### src/rtl/multi_cycle_execute_stage3.sv
// Multi-cycle FP pipeline stage 3: per-lane normalization of the raw add/sub significand,
// with overflow saturation to infinity and underflow flush to zero. One register stage.
module multi_cycle_execute_stage3 #(
    parameter int unsigned LANES      = 16,
    parameter int unsigned INSTR_W    = 64,
    parameter int unsigned THREAD_W   = 2,
    parameter int unsigned SUBCYCLE_W = 4
) (
    input  logic                    clk,
    input  logic                    reset,
    input  logic                    mx2_instruction_valid,
    input  logic [INSTR_W-1:0]      mx2_instruction,
    input  logic [LANES-1:0]        mx2_mask_value,
    input  logic [THREAD_W-1:0]     mx2_thread_idx,
    input  logic [SUBCYCLE_W-1:0]   mx2_subcycle,
    input  logic [LANES*25-1:0]     mx2_significand,
    input  logic [LANES*8-1:0]      mx2_exponent,
    input  logic [LANES-1:0]        mx2_sign,
    input  logic                    wb_rollback_en,
    input  logic [THREAD_W-1:0]     wb_rollback_thread_idx,
    input  logic [1:0]              wb_rollback_pipeline,
    output logic                    mx3_instruction_valid,
    output logic [INSTR_W-1:0]      mx3_instruction,
    output logic [LANES-1:0]        mx3_mask_value,
    output logic [THREAD_W-1:0]     mx3_thread_idx,
    output logic [SUBCYCLE_W-1:0]   mx3_subcycle,
    output logic [LANES*32-1:0]     mx3_result
);

    localparam int unsigned SIG_W   = 25;
    localparam int unsigned EXP_W   = 8;
    localparam int unsigned FRAC_W  = 23;
    localparam int unsigned RES_W   = 32;
    localparam logic [1:0]  PIPE_MEM = 2'd0;

    // Leading zeros of a nonzero 24-bit value; the highest set bit is the last one written.
    function automatic logic [4:0] lzc24(input logic [23:0] v);
        logic [4:0] lz;
        lz = 5'd24;
        for (int i = 0; i < 24; i++) begin
            if (v[i]) lz = 5'(23 - i);
        end
        return lz;
    endfunction

    // Returns {exp[7:0], frac[22:0]} for one lane; sign is handled by the caller.
    function automatic logic [30:0] normalize(input logic [SIG_W-1:0] sig,
                                              input logic [EXP_W-1:0] exp_in);
        logic signed [9:0] e;
        logic signed [9:0] res_e;
        logic [4:0]        lz;
        logic [FRAC_W-1:0] frac;
        logic [30:0]       res;
        res   = '0;
        e     = signed'(10'(exp_in));
        res_e = '0;
        lz    = '0;
        frac  = '0;
        if (exp_in == 8'hFF) begin
            res = {8'hFF, sig[22:0]};
        end else if (sig[24]) begin
            res_e = e + 10'sd1;
            if (res_e >= 10'sd255) res = {8'hFF, 23'd0};
            else                   res = {8'(res_e), sig[23:1]};
        end else if (sig == '0) begin
            res = '0;
        end else begin
            lz    = lzc24(sig[23:0]);
            res_e = e - signed'(10'(lz));
            frac  = 23'(sig[23:0] << lz);
            if (res_e >= 10'sd1) res = {8'(res_e), frac};
            else                 res = '0;
        end
        return res;
    endfunction

    logic                    valid_d, valid_q;
    logic [INSTR_W-1:0]      instruction_d, instruction_q;
    logic [LANES-1:0]        mask_d, mask_q;
    logic [THREAD_W-1:0]     thread_d, thread_q;
    logic [SUBCYCLE_W-1:0]   subcycle_d, subcycle_q;
    logic [LANES*RES_W-1:0]  result_d, result_q;

    // Squash only on a memory-pipe rollback of the same thread.
    always_comb begin
        valid_d       = mx2_instruction_valid
                        && !(wb_rollback_en
                             && (wb_rollback_thread_idx == mx2_thread_idx)
                             && (wb_rollback_pipeline == PIPE_MEM));
        instruction_d = mx2_instruction;
        mask_d        = mx2_mask_value;
        thread_d      = mx2_thread_idx;
        subcycle_d    = mx2_subcycle;
    end

    // All lanes are normalized; the mask is only passed through.
    always_comb begin
        result_d = '0;
        for (int n = 0; n < int'(LANES); n++) begin
            result_d[RES_W*n +: RES_W] = {mx2_sign[n],
                normalize(mx2_significand[SIG_W*n +: SIG_W], mx2_exponent[EXP_W*n +: EXP_W])};
        end
    end

    always_ff @(posedge clk or posedge reset) begin
        if (reset) begin
            valid_q       <= 1'b0;
            instruction_q <= '0;
            mask_q        <= '0;
            thread_q      <= '0;
            subcycle_q    <= '0;
            result_q      <= '0;
        end else begin
            valid_q       <= valid_d;
            instruction_q <= instruction_d;
            mask_q        <= mask_d;
            thread_q      <= thread_d;
            subcycle_q    <= subcycle_d;
            result_q      <= result_d;
        end
    end

    assign mx3_instruction_valid = valid_q;
    assign mx3_instruction       = instruction_q;
    assign mx3_mask_value        = mask_q;
    assign mx3_thread_idx        = thread_q;
    assign mx3_subcycle          = subcycle_q;
    assign mx3_result            = result_q;

endmodule

### config.mk
export PLATFORM = sky130hd
export DESIGN_NAME = multi_cycle_execute_stage3
export DESIGN_NICKNAME = d
export VERILOG_FILES = /design/src/rtl/multi_cycle_execute_stage3.sv
export SDC_FILE = /design/constraint.sdc
export NUM_CORES = 2
export LEC_CHECK = 0
export BUFFER_PORTS_ARGS = -buffer_cell sky130_fd_sc_hd__buf_2
export CELL_PAD_IN_SITES_DETAIL_PLACEMENT = 2
export CELL_PAD_IN_SITES_GLOBAL_PLACEMENT = 2
export CORE_AREA = 2 2 486 488
export DETAILED_ROUTE_END_ITERATION = 10
export DIE_AREA = 0 0 488 490
export GPL_TIMING_DRIVEN = 0
export PLACE_DENSITY_LB_ADDON = 0.1
export SLEW_MARGIN = 30
export SYNTH_ARGS = -nofsm -noshare
export SYNTH_HDL_FRONTEND = slang
export SYNTH_SLANG_ARGS = --single-unit
### constraint.sdc
create_clock -name clk -period 34.9 [get_ports clk]
set_input_delay 1.745 -clock clk [delete_from_list [all_inputs] [get_ports clk]]
set_output_delay 1.745 -clock clk [all_outputs]
set_load 0.01 [all_outputs]
==> results.ini <==
[run_status]
outcome=finished, final reports clean

[detailed_routing]
drc_errors=0
antenna_left=0
drtIter0Drc=4160
vias=61500
drt-total-wl_mm=334
vias_per_cell=5.50
dr.pass1.iters=6
avgRoutedWirePerCell_um=29.9

[synth]
avgSynthCellArea_um2=7.75
ys_seq_area_frac=0.287
synth_edf_count=0
yosysTopAreaCell=dfrtp_1
synthFlopType=dfrtp_1
synthArstFlopShare=1.00
yosysTopAreaCellShare=0.287
ys_seq_elements=599
synth_nets=7519
synth_common_cells=744 x nor2_1, 642 x nand2_1, 599 x dfrtp_1
netlist_area_mm2=0.0523
synthCells=6753
synth_cell_type_count=111
yosysMostFrequentCell=nor2_1
synth_warnings=0
synth.area.top_cells=dfrtp_1 29%, mux2i_1 8.2%, a21oi_1 5.5%

[die]
die_y_um=490
rows=178
core_area_mm2=0.234
ios=1237
die_w_um=488
dieArea_mm2=0.239
start_util=0.223

[power]
power_density_mw_per_mm2=40.2
total_leakage_power_nw=28.3
peakVddDrop_mv=0.0417

[finish]
nFillCells=27400
nNetsFinal=8676
fin_cells=11200
drive_gt1_frac=0.190
syn_to_final_growth_pct=24.6

[run]
max_cap_viol_count=0

[sta]
grt_setup_unrepaired=false
min_period_over_period=0.206
fin_crit_ns=7.19
tightest_slew_ns=1.01
tns_ns=0
finalHoldViolCount=0
slew_headroom=0.318
drv_slew=0
max_freq_mhz=139
setup_viol=0

[critical_path]
cp-end-kind=register
worstPathArrival_ns=7.84
required_ns=35.56
crit_path_start_kind=primary input
path_class=primary input to register
worst-path-max-fanout=10

[place]
place.gp.congestion=0.929
dp_hpwl_mm=273
port_buffers=1061
dp_cells=11000

[hold_path]
hold_path.class=primary input to async pin

[clock_network]
clock_sinks=599
clk_path_buf_depth=3
path_clk_slew_ns=0.06
cts_tree=done
cts_hold_buf=0
cts-root-buf=clkbuf_16
cts_buffers=87
htree_levels=3
cts-resized-gates=0
postCtsSetupBuffers=0

[global_routing]
antenna_found_initial=146
overflow=0
grt_max_degree=89
grt_pass1_vias=64800
grt_pass1_wl_mm=482
grtUsageTotal=0.268

==> stage by stage <==
stage                     setup WS [ns]  area [µm²]  utilization  hold slack, ns  power [mW]
after floorplan                   16.39       52300            -            1.78        1.23
after global placement             7.90       61600        0.263            1.85        1.62
after detailed placement          27.18       61800        0.264            1.85        1.62
after CTS                         27.92       65000        0.278            1.01        2.65
after global routing              27.31       65100        0.278            1.05        2.75
final                             27.71       65200        0.278            1.07        2.62
==> metal layers <==
layer  part of all wire  track usage  wire (µm)  vias up
li1                   -            -          -    27500
met1               0.42        0.333     141000    31500
met2               0.48        0.454     160000     1912
met3              0.062       0.0569      20800      515
met4              0.036       0.0966      12100       96
met5             0.0018            0        604        -
==> critical path, cell delays in order <==
cell and delay [ns]:
clkbuf_1 0.23, nor4_1 0.72, o21ai_0 0.26, a31o_2 0.34
inv_1 0.12, clkbuf_1 0.52, buf_1 0.56, ha_1 0.40
nor2b_1 0.16, o21a_1 0.17, o21ai_0 0.28, a21oi_1 0.15
a32oi_1 0.30, o21ai_0 0.22, nor2_1 0.78, nand2_1 0.24
a2111oi_0 0.41, or3_1 0.22
==> cell usage in the layout (no fill, tap or decap), types with 67 or more instances in the layout <==
| master | n |
|---|---|
| a21oi_1 | 573 |
| mux2i_1 | 431 |
| nor2_1 | 744 |
| a221oi_1 | 135 |
| nor2b_1 | 91 |
| ha_1 | 112 |
| o22ai_1 | 76 |
| o211ai_1 | 67 |
| a211oi_1 | 68 |
| nand3_1 | 220 |
| clkbuf_1 | 400 |
| a31oi_1 | 82 |
| clkbuf_16 | 89 |
| nor4_1 | 97 |
| and3_1 | 109 |
| nor3_1 | 169 |
| dfrtp_1 | 599 |
| nand2_1 | 642 |
| xor2_1 | 67 |
| buf_2 | 1152 |
| inv_1 | 224 |
| o21ai_0 | 471 |
==> worst paths after layout <==
kind / start / endpoint / slack [ns] / depth (start not counted)
min: reset / mx3_result[303]$_DFF_PP0_ / 1.07 / 2
min in group clk: mx2_instruction[11] / mx3_instruction[11]$_DFF_PP0_ / 1.10 / 1
max: mx2_significand[159] / mx3_result[213]$_DFF_PP0_ / 27.71 / 18
max in group asynchronous: reset / mx3_result[366]$_DFF_PP0_ / 32.40 / 4
==> registers in the layout, indices dropped and copies added (netlist names) <==
name,flops
mx3_instruction,64
mx3_instruction_valid,1
mx3_thread_idx,2
mx3_mask_value,16
mx3_result,512
mx3_subcycle,4
==> where the power goes <==
part / internal, mW / switching (mW) / total, mW
clock: 0.608 / 0.390 / 0.999
sequential: 0.766 / 0.0411 / 0.807
combinational: 0.268 / 0.546 / 0.814
total: 1.64 / 0.977 / 2.62
==> final cells by class <==
cell class | count | area [µm²] | area share
Antenna cell | 56 | 140 | 0.00215
Clock inverter | 47 | 706 | 0.0108
Timing Repair Buffer | 1068 | 5500 | 0.0844
Clock buffer | 115 | 2480 | 0.0381
Inverter | 258 | 978 | 0.0150
Buffer | 521 | 2140 | 0.0328
Tap cell | 3150 | 3940 | 0.0605
Multi-Input combinational cell | 5375 | 34300 | 0.526
Sequential cell | 599 | 15000 | 0.230
==> logic make-up after synthesis <==
| family | Yosys count | synth area share |
|---|---|---|
| DFF | 599 | 0.287 |
| AOI/OAI and AO/OA | 2234 | 0.286 |
| buffers and inverters | 779 | 0.0594 |
| adders and majority gates | 128 | 0.0329 |
| muxes | 504 | 0.0999 |
| and+or+nand+nor | 2377 | 0.213 |
| xor gates and xnor gates | 132 | 0.0221 |
Note: power is estimated with default switching activity, not from simulation.
